[src/rtl/delay_meas_sequencer_if.sv]
// Path-under-test stimulus/capture signals plus the result record valid/ready channel.
interface delay_meas_sequencer_if #(
  parameter int unsigned PATH_W = 3,
  parameter int unsigned CNT_W  = 5
);
  logic [PATH_W-1:0] path_sel;
  logic              path_input;
  logic              path_result;
  logic              res_valid;
  logic              res_ready;
  logic [PATH_W-1:0] res_path;
  logic              res_edge;
  logic [CNT_W-1:0]  res_count;

  modport master (
    output path_sel, path_input, res_valid, res_path, res_edge, res_count,
    input  path_result, res_ready
  );

  modport slave (
    input  path_sel, path_input, res_valid, res_path, res_edge, res_count,
    output path_result, res_ready
  );
endinterface

[src/rtl/delay_meas_sequencer.sv]
// Sweeps every path with rise/fall launch trials and reports per-path/edge success counts.
// Optional macro DMS_ABORT_EN adds an abort input that returns a running sweep to IDLE.
module delay_meas_sequencer #(
  parameter int unsigned NUM_PATHS = 8,
  parameter int unsigned PATH_W    = 3,
  parameter int unsigned TRIALS    = 16,
  parameter int unsigned CNT_W     = 5,
  parameter int unsigned SETTLE    = 4
) (
  input  logic clk,
  input  logic rst_n,
  input  logic start,
`ifdef DMS_ABORT_EN
  input  logic abort,
`endif
  delay_meas_sequencer_if.master bus,
  output logic busy,
  output logic done
);

  localparam int unsigned SET_W = 8;

  typedef enum logic [2:0] {
    S_IDLE,
    S_PRESET,
    S_LAUNCH,
    S_REPORT,
    S_FINISH
  } state_t;

  state_t            state;
  logic [PATH_W-1:0] path;
  logic              edge_sel;
  logic [CNT_W-1:0]  trial;
  logic [CNT_W-1:0]  succ;
  logic [SET_W-1:0]  settle;
  logic              path_input;
  logic              res_valid;
  logic [PATH_W-1:0] res_path;
  logic              res_edge;
  logic [CNT_W-1:0]  res_count;

  // Success when the captured value already shows the launch level (inverse of pre-level).
  logic             hit_c;
  logic [CNT_W-1:0] succ_next_c;
  assign hit_c       = (bus.path_result == ~edge_sel);
  assign succ_next_c = succ + CNT_W'(hit_c);

  assign bus.path_sel   = path;
  assign bus.path_input = path_input;
  assign bus.res_valid  = res_valid;
  assign bus.res_path   = res_path;
  assign bus.res_edge   = res_edge;
  assign bus.res_count  = res_count;

  always_ff @(posedge clk) begin
    if (!rst_n) begin
      state      <= S_IDLE;
      path       <= '0;
      edge_sel   <= 1'b0;
      trial      <= '0;
      succ       <= '0;
      settle     <= '0;
      path_input <= 1'b0;
      res_valid  <= 1'b0;
      res_path   <= '0;
      res_edge   <= 1'b0;
      res_count  <= '0;
      busy       <= 1'b0;
      done       <= 1'b0;
    end
`ifdef DMS_ABORT_EN
    else if (abort && (state != S_IDLE)) begin
      // Drop any pending record and stop driving the path.
      state      <= S_IDLE;
      trial      <= '0;
      succ       <= '0;
      settle     <= '0;
      path_input <= 1'b0;
      res_valid  <= 1'b0;
      busy       <= 1'b0;
      done       <= 1'b0;
    end
`endif
    else begin
      done <= 1'b0;
      case (state)
        S_IDLE: begin
          path_input <= 1'b0;
          if (start) begin
            state    <= S_PRESET;
            path     <= '0;
            edge_sel <= 1'b0;
            trial    <= '0;
            succ     <= '0;
            settle   <= '0;
            busy     <= 1'b1;
          end
        end
        S_PRESET: begin
          if (settle == SET_W'(SETTLE - 1)) begin
            state      <= S_LAUNCH;
            settle     <= '0;
            path_input <= ~edge_sel;
          end else begin
            settle <= settle + SET_W'(1);
          end
        end
        S_LAUNCH: begin
          succ       <= succ_next_c;
          trial      <= trial + CNT_W'(1);
          path_input <= edge_sel;
          if (trial == CNT_W'(TRIALS - 1)) begin
            state     <= S_REPORT;
            res_valid <= 1'b1;
            res_path  <= path;
            res_edge  <= edge_sel;
            res_count <= succ_next_c;
          end else begin
            state <= S_PRESET;
          end
        end
        S_REPORT: begin
          if (bus.res_ready) begin
            res_valid <= 1'b0;
            trial     <= '0;
            succ      <= '0;
            if (!edge_sel) begin
              state      <= S_PRESET;
              edge_sel   <= 1'b1;
              path_input <= 1'b1;
            end else if (path != PATH_W'(NUM_PATHS - 1)) begin
              state      <= S_PRESET;
              path       <= path + PATH_W'(1);
              edge_sel   <= 1'b0;
              path_input <= 1'b0;
            end else begin
              state      <= S_FINISH;
              path_input <= 1'b0;
              done       <= 1'b1;
            end
          end
        end
        S_FINISH: begin
          state <= S_IDLE;
          busy  <= 1'b0;
        end
        default: begin
          state      <= S_IDLE;
          busy       <= 1'b0;
          res_valid  <= 1'b0;
          path_input <= 1'b0;
        end
      endcase
    end
  end

endmodule
[src/flat_wrapper.sv]
// flat-port wrapper written by rule: the top's interface ports become plain ports
module delay_meas_sequencer_flat 
#(
  parameter int unsigned NUM_PATHS = 8,
  parameter int unsigned PATH_W    = 3,
  parameter int unsigned TRIALS    = 16,
  parameter int unsigned CNT_W     = 5,
  parameter int unsigned SETTLE    = 4
)
  (clk, rst_n, start, busy, done, bus_path_sel, bus_path_input, bus_res_valid, bus_res_path, bus_res_edge, bus_res_count, bus_path_result, bus_res_ready);
  delay_meas_sequencer_if #(.PATH_W(PATH_W), .CNT_W(CNT_W)) bus_i ();
  input  logic clk;
  input  logic rst_n;
  input  logic start;
  output logic busy;
  output logic done;
  output wire logic [$bits(bus_i.path_sel)-1:0] bus_path_sel;
  output wire logic [$bits(bus_i.path_input)-1:0] bus_path_input;
  output wire logic [$bits(bus_i.res_valid)-1:0] bus_res_valid;
  output wire logic [$bits(bus_i.res_path)-1:0] bus_res_path;
  output wire logic [$bits(bus_i.res_edge)-1:0] bus_res_edge;
  output wire logic [$bits(bus_i.res_count)-1:0] bus_res_count;
  input wire logic [$bits(bus_i.path_result)-1:0] bus_path_result;
  input wire logic [$bits(bus_i.res_ready)-1:0] bus_res_ready;
  assign bus_path_sel = bus_i.path_sel;
  assign bus_path_input = bus_i.path_input;
  assign bus_res_valid = bus_i.res_valid;
  assign bus_res_path = bus_i.res_path;
  assign bus_res_edge = bus_i.res_edge;
  assign bus_res_count = bus_i.res_count;
  assign bus_i.path_result = bus_path_result;
  assign bus_i.res_ready = bus_res_ready;
  delay_meas_sequencer #(.NUM_PATHS(NUM_PATHS), .PATH_W(PATH_W), .TRIALS(TRIALS), .CNT_W(CNT_W), .SETTLE(SETTLE)) u_core (.clk(clk), .rst_n(rst_n), .start(start), .bus(bus_i), .busy(busy), .done(done));
endmodule
[config.mk]
export PLATFORM = sky130hd
export DESIGN_NAME = delay_meas_sequencer_flat
export DESIGN_NICKNAME = d
export VERILOG_FILES = /design/src/rtl/delay_meas_sequencer_if.sv /design/src/rtl/delay_meas_sequencer.sv /design/src/flat_wrapper.sv
export SDC_FILE = /design/constraint.sdc
export NUM_CORES = 1
export LEC_CHECK = 0
export ABC_AREA = 1
export CORE_MARGIN = 4
export CORE_UTILIZATION = 55
export CTS_CLUSTER_SIZE = 14
export DETAILED_ROUTE_END_ITERATION = 10
export PLACE_DENSITY = 0.78
export SLEW_MARGIN = 20
export SYNTH_ARGS = -nofsm -noshare
export SYNTH_HDL_FRONTEND = slang
export SYNTH_SLANG_ARGS = --single-unit
[constraint.sdc]
create_clock -name clk -period 1.8 [get_ports clk]
set_clock_uncertainty 0.15 [all_clocks]
set_input_delay 0.18 -clock clk [delete_from_list [all_inputs] [get_ports clk]]
set_output_delay 0.18 -clock clk [all_outputs]
set_load 0.03 [all_outputs]
# Word level (Yosys, flattened, before mapping)
# Cells that the tools add are included.
# classes
n_shift	0
mux	33
n_eq_ne	14
div_mod_pow	0
bitwise	4
magnitude_cmp	0
multipliers	0
reduce_logical	16
add_sub_neg	4
# ops
op	count
5-bit case mux with 3 select lines	2
3-bit 2-to-1 mux	9
8-bit 2-to-1 mux	2
8-bit case mux with 2 select lines	1
3-bit AND reduction	5
3-bit case mux with 4 select lines	1
1-bit 2-to-1 mux	10
5-bit 2-to-1 mux	2
8-bit by 1-bit adder with 8-bit output (second input constant)	1
8-bit by 2-bit == test with 1-bit output (second input constant)	1
2-bit by 1-bit inequality test with 1-bit output (second input constant)	4
3-bit by 2-bit == test with 1-bit output (second input constant)	2
3-bit case mux with 2 select lines	1
2-bit AND reduction	3
3-bit OR reduction	2
5-bit by 1-bit adder with 5-bit output	1
5-bit by 1-bit adder with 5-bit output (second input constant)	1
5-bit by 4-bit == test with 1-bit output (second input constant)	1
5-bit AND reduction	1
2-bit inequality test (second input constant)	2
1-bit inverter	4
1-bit case mux with 2 select lines	2
1-bit case mux with 4 select lines	1
4-bit AND reduction	1
other kinds (10)	11
# totals
mem_bits_rw	0
register_bits	38
latchBits	0
output_inout_bits	16
input_bits	5
n_memories	0
wordCells	84
romBits	0

# Depth between registers and ports, before layout
# logic_depth
ltp_word	5
depth_mapped	9
depth_no_buf	9

# Least setup slack after synthesis
# OpenSTA, ideal clock, no wires.
# synth_timing
kind	register to register
start	register u_core.path[0], in the netlist u_core.bus.path_sel[0]
end	register u_core.path[0], in the netlist u_core.bus.path_sel[0]
path_stages_with_launch	10
t_required_ns	1.588
setup_time_ns	0.062
arrival_ns	1.405
path_buffers	0
setup_slack_ns	0.183
period_less_slack_ns	1.617
path_cell_list	dfxtp_1 > ha_1 > ha_1 > inv_1 > nand2_1 > nand2_1 > inv_1 > nor2_2 > nor2_1 > nor2_2
# synth_between
elab_chain_cells	5
elab_cells_between_ends	8
classes_between	add/sub (1); eq/ne (2); mux (4); reduce/logical (1)
# synth_lines
element	line	source
from (decl)	delay_meas_sequencer.sv:32	logic [PATH_W-1:0] path;
from (signal assigned)	delay_meas_sequencer.sv:134	path <= path + PATH_W'(1);
3-bit by 1-bit adder with 3-bit output	delay_meas_sequencer.sv:134	
3-bit 2-to-1 mux	delay_meas_sequencer.sv:132	end else if (path != PATH_W'(NUM_PATHS - 1)) begin
3-bit 2-to-1 mux	delay_meas_sequencer.sv:128	if (!edge_sel) begin
3-bit 2-to-1 mux	delay_meas_sequencer.sv:124	if (bus.res_ready) begin
3-bit case mux with 2 select lines	delay_meas_sequencer.sv:87	case (state)
# Several ways; a longest one is shown, not always the timed one. The select of a mux whose other input is x is not followed.
# A chain may end at the register's enable or synchronous reset.

# Final worst setup path
# layout_timing
start	register u_core.path_input, in the netlist u_core.bus.path_input
end	output bus_path_input
# layout_lines
element	line	source
from (decl)	delay_meas_sequencer.sv:37	logic path_input;
from (signal assigned)	delay_meas_sequencer.sv:104	path_input <= ~edge_sel;
from (signal assigned)	delay_meas_sequencer.sv:112	path_input <= edge_sel;
to (decl)	flat_wrapper.sv:18	output wire logic [$bits(bus_i.path_input)-1:0] bus_path_input;
# No word-level cell between the ends.

==> metrics.md <==
| Metric | Value |
|---|---|
| Worst Tran Pin Value | 0.349 ns |
| Synth Area in XOR/XNOR | 0.0231 |
| GR Overflow Total | 0 |
| Fin crit share | 0.954 |
| Die height | ~67 µm |
| CP cell instances | clkdlybuf4s50_1 |
| Top_reg_cell synth | dfxtp_1 |
| P_sw | 0.534 mW |
| Peak supply drop | 0.459 mV |
| Drt via density | approximately 5.1 |
| Yosys warnings | 0 |
| Remaining DRCs | 0 |
| Critical Path Fanout Max | 2 |
| P_leak | 0.957 nW |
| Top-area cell type share of the netlist area | 0.401 |
| Total global-route track usage | 0.201 |
| Worst path required time | 1.47 ns |
| Pins Over Slew Limit | 0 |
| TritonCTS clock tree | done |
| Async set or reset register ratio after synthesis | 0 |
| Synth cell types | 29 |
| Share of cells above drive strength 1 | 0.126 |
| Clock root cell | clkbuf_4 |
| Port bufs | 20 |
| Slowest cell delay on critical path | 0.68 ns |
| Slowest CP cell | clkdlybuf4s50_1 |
| Fin crit period | 1.72 ns |
| Crit end category | primary output |
| Outcome | finished, final reports clean |
| CP Launch Type | register |
| DR vias | 1,702 |
| Dominant cells by area after synthesis | dfxtp_1 40%, nand2_1 11%, nor2_1 7.1%, nand3_1 5.8%, a21oi_1 5.3% |
| Final setup vio count | 0 |
| Nets | 300 |
| Num ports | 21 |
| Multiplexer share of the synthesized area | 0 |
| Final instance area | 2220 µm² |
| Placed insts | 326 |
| Max-Cap Viols | 0 |
| Mean Syn Cell Area | 7.36 µm² |
| HP Class | reg -> reg |
| Total Routed Length | 3.89 mm |
| Logic pwr share | 0.208 |
| Clock sinks | 38 |
| Critical path type | reg -> out |
| Core Area | between 3000 and 4000 µm² |
| HPWL Detailed | 2.85 mm |
| Vias in the first global route | 1,566 |
| Post-synthesis register bit count | 38 |
| Pint | between 1 and 1.5 mW |
| ANT cells | 0 |
| Sequential share of power | 0.533 |
| Overall die width | 66.8 µm |
| Fmax | a little under 0.6 GHz |
| Sw frac | 0.311 |
| CTS buffer count | 5 |
| Starting density of the core | 0.569 |
| H-Tree Depth | 2 |
| Pin count of the biggest net entering global routing | 20 |
| Area after DPL | around 2200 µm² |
| Global-route wire length before repair | 6.85 mm |
| Combinational family with the most area after synthesis | simple AND/OR/NAND/NOR gates |
| Clock-pin slew on the worst setup and hold paths | roughly 0.11 ns |
| Clock latency at the later pin of the worst-skew pair | 0.35 ns |
| Post-synth top area cell | dfxtp_1 |
| CP arrival | 1.39 ns |
| Post-synth EDFFs | 0 |
| Synth Area in Adders | 0.0527 |
| CTS Buffer Depth | 2 |
| Count of final hold-check violations | 0 |
| DIE AREA | ~4500 µm² |
| Std cell rows | 21 |
| DRT Pass-1 Iters | 4 |
| Drt wl/cell | 11.7 µm |
| Non-filler cells, final | 332 |
| Slew HR | 0.767 |
| Synthesis-to-finish area growth | 16.9% |
| CP Buf/Inv Count | 1 |
| Syn nets | 271 |
| Register area share after synthesis | 0.401 |
| Mapped Cells | between 200 and 300 |
| Cell Pwr Density | 773 nW/µm² |
| Synth Area in Simple Gates | 0.332 |
| Compound-Gate Fraction of Synth Area | 0.111 |
| Clock share of power | 0.259 |
| Starting DRT DRC Count | 105 |
| Synth Cell Area | 1900 µm² |
| Routability Congestion | ~0.85 |
| Routed Antenna Nets | 0 |
| CP top delay family | buffers and inverters |
| Initial antenna violation count | 0 |
-- worst reg2reg max path, stage by stage (launching register included) --
cell and delay (ns):
dfxtp_1 0.37, ha_1 0.24, ha_1 0.18, inv_1 0.07, nand2_1 0.05, nand2_1 0.13, inv_1 0.07, nor2_2 0.18
nor2_1 0.07, nor2_2 0.09
-- repair_timing --
action                                  in CTS  in global routing
hold buffers                                 0                  0
endpoints found under the setup margin       2                 10
buffers inserted                             0                  0
resized for setup                            2                  3
pin swaps                                    0                  0
-- sequential cells by signal, indices dropped and copies added (netlist names) --
signal / flops
u_core.bus.path_sel: 3
u_core.settle: 8
u_core.edge_sel: 1
u_core.busy: 1
u_core.state: 3
u_core.bus.res_count: 5
u_core.bus.res_path: 3
u_core.trial: 5
u_core.done: 1
u_core.bus.res_edge: 1
u_core.bus.res_valid: 1
u_core.succ: 5
u_core.bus.path_input: 1
-- metal layers --
metal	global-route usage	share of wire	vias to the layer above
li1	-	-	893
met1	0.255	0.48	774
met2	0.329	0.47	30
met3	0.0607	0.035	5
met4	0.0533	0.012	0
met5	0	0	-
-- metrics by stage --
step	hold slack [ns]	setup TNS (ns)	power (mW)	util	setup slack [ns]
final	0.314	0	1.72	0.666	0.0823
after global routing	0.337	-0.206	1.82	0.666	-0.0418
after CTS	0.317	0	1.73	0.662	0.0250
after detailed placement	0.301	-0.111	1.30	0.648	-0.0820
after global placement	0.298	-0.0136	1.29	0.648	-0.0136
after floorplan	0.190	0	1.19	-	0.183
-- synth_stat cells, types with 2 or more instances --
| library cell | count |
|---|---|
| a21oi_1 | 20 |
| nor2_4 | 4 |
| xnor2_1 | 2 |
| o21ai_1 | 2 |
| nand2_1 | 54 |
| o21ai_0 | 11 |
| dfxtp_1 | 38 |
| inv_2 | 5 |
| nor2_2 | 3 |
| nand3_1 | 22 |
| a31oi_1 | 2 |
| nor3_1 | 4 |
| o21bai_1 | 2 |
| o21ai_2 | 2 |
| xor2_1 | 3 |
| buf_6 | 4 |
| ha_1 | 8 |
| nand4_1 | 4 |
| inv_1 | 20 |
| nand2_2 | 3 |
| or2_2 | 2 |
| nor2_1 | 36 |
-- cell families after synthesis --
kind of cell	after synthesis
xor+xnor	5
flops	38
compound gates	39
buf+inv	32
simple gates	136
fa+ha+maj	8
-- worst paths after layout --
path,from,depth (start not counted),slack (ns),endpoint
setup / recovery,u_core.bus.path_input,1,0.08,bus_path_input
hold / removal,u_core.trial[4],2,0.31,u_core.trial[4]
setup reg to reg,u_core.bus.path_sel[0],9,0.16,u_core.bus.path_sel[0]
hold reg to reg,u_core.trial[4],2,0.31,u_core.trial[4]
-- power groups by stage --
stage	clock [mW]	sequential [mW]	combinational (mW)
3_5_place_dp	0	0.935	0.364
5_1_grt	0.499	0.920	0.397
3_3_place_gp	0	0.933	0.358
4_1_cts	0.454	0.916	0.362
2_1_floorplan	0	0.963	0.227
6_report	0.445	0.916	0.357
-- cell usage in the layout (no fill, tap or decap), drive strengths merged, types with 3 or more instances in the layout --
cell / Yosys / routed
a21oi: 20 / 20
buf: 5 / 8
clkbuf: 1 / 6
clkdlybuf4s50: 0 / 17
dfxtp: 38 / 38
ha: 8 / 8
inv: 25 / 25
nand2: 58 / 58
nand3: 23 / 23
nand4: 4 / 4
nor2: 43 / 43
nor3: 4 / 4
o21ai: 15 / 15
or2: 3 / 3
xor2: 3 / 3
-- cell type report --
| type | instances | area (µm²) |
|---|---|---|
| clock buffer | 6 | 51.3 |
| fill | 313 | 1120 |
| inverter | 26 | 97.6 |
| multi-input combinational | 188 | 990 |
| sequential | 38 | 761 |
| tap | 46 | 57.6 |
| timing repair buffer | 28 | 264 |
No activity file was read; power rests on OpenSTA's default activity.
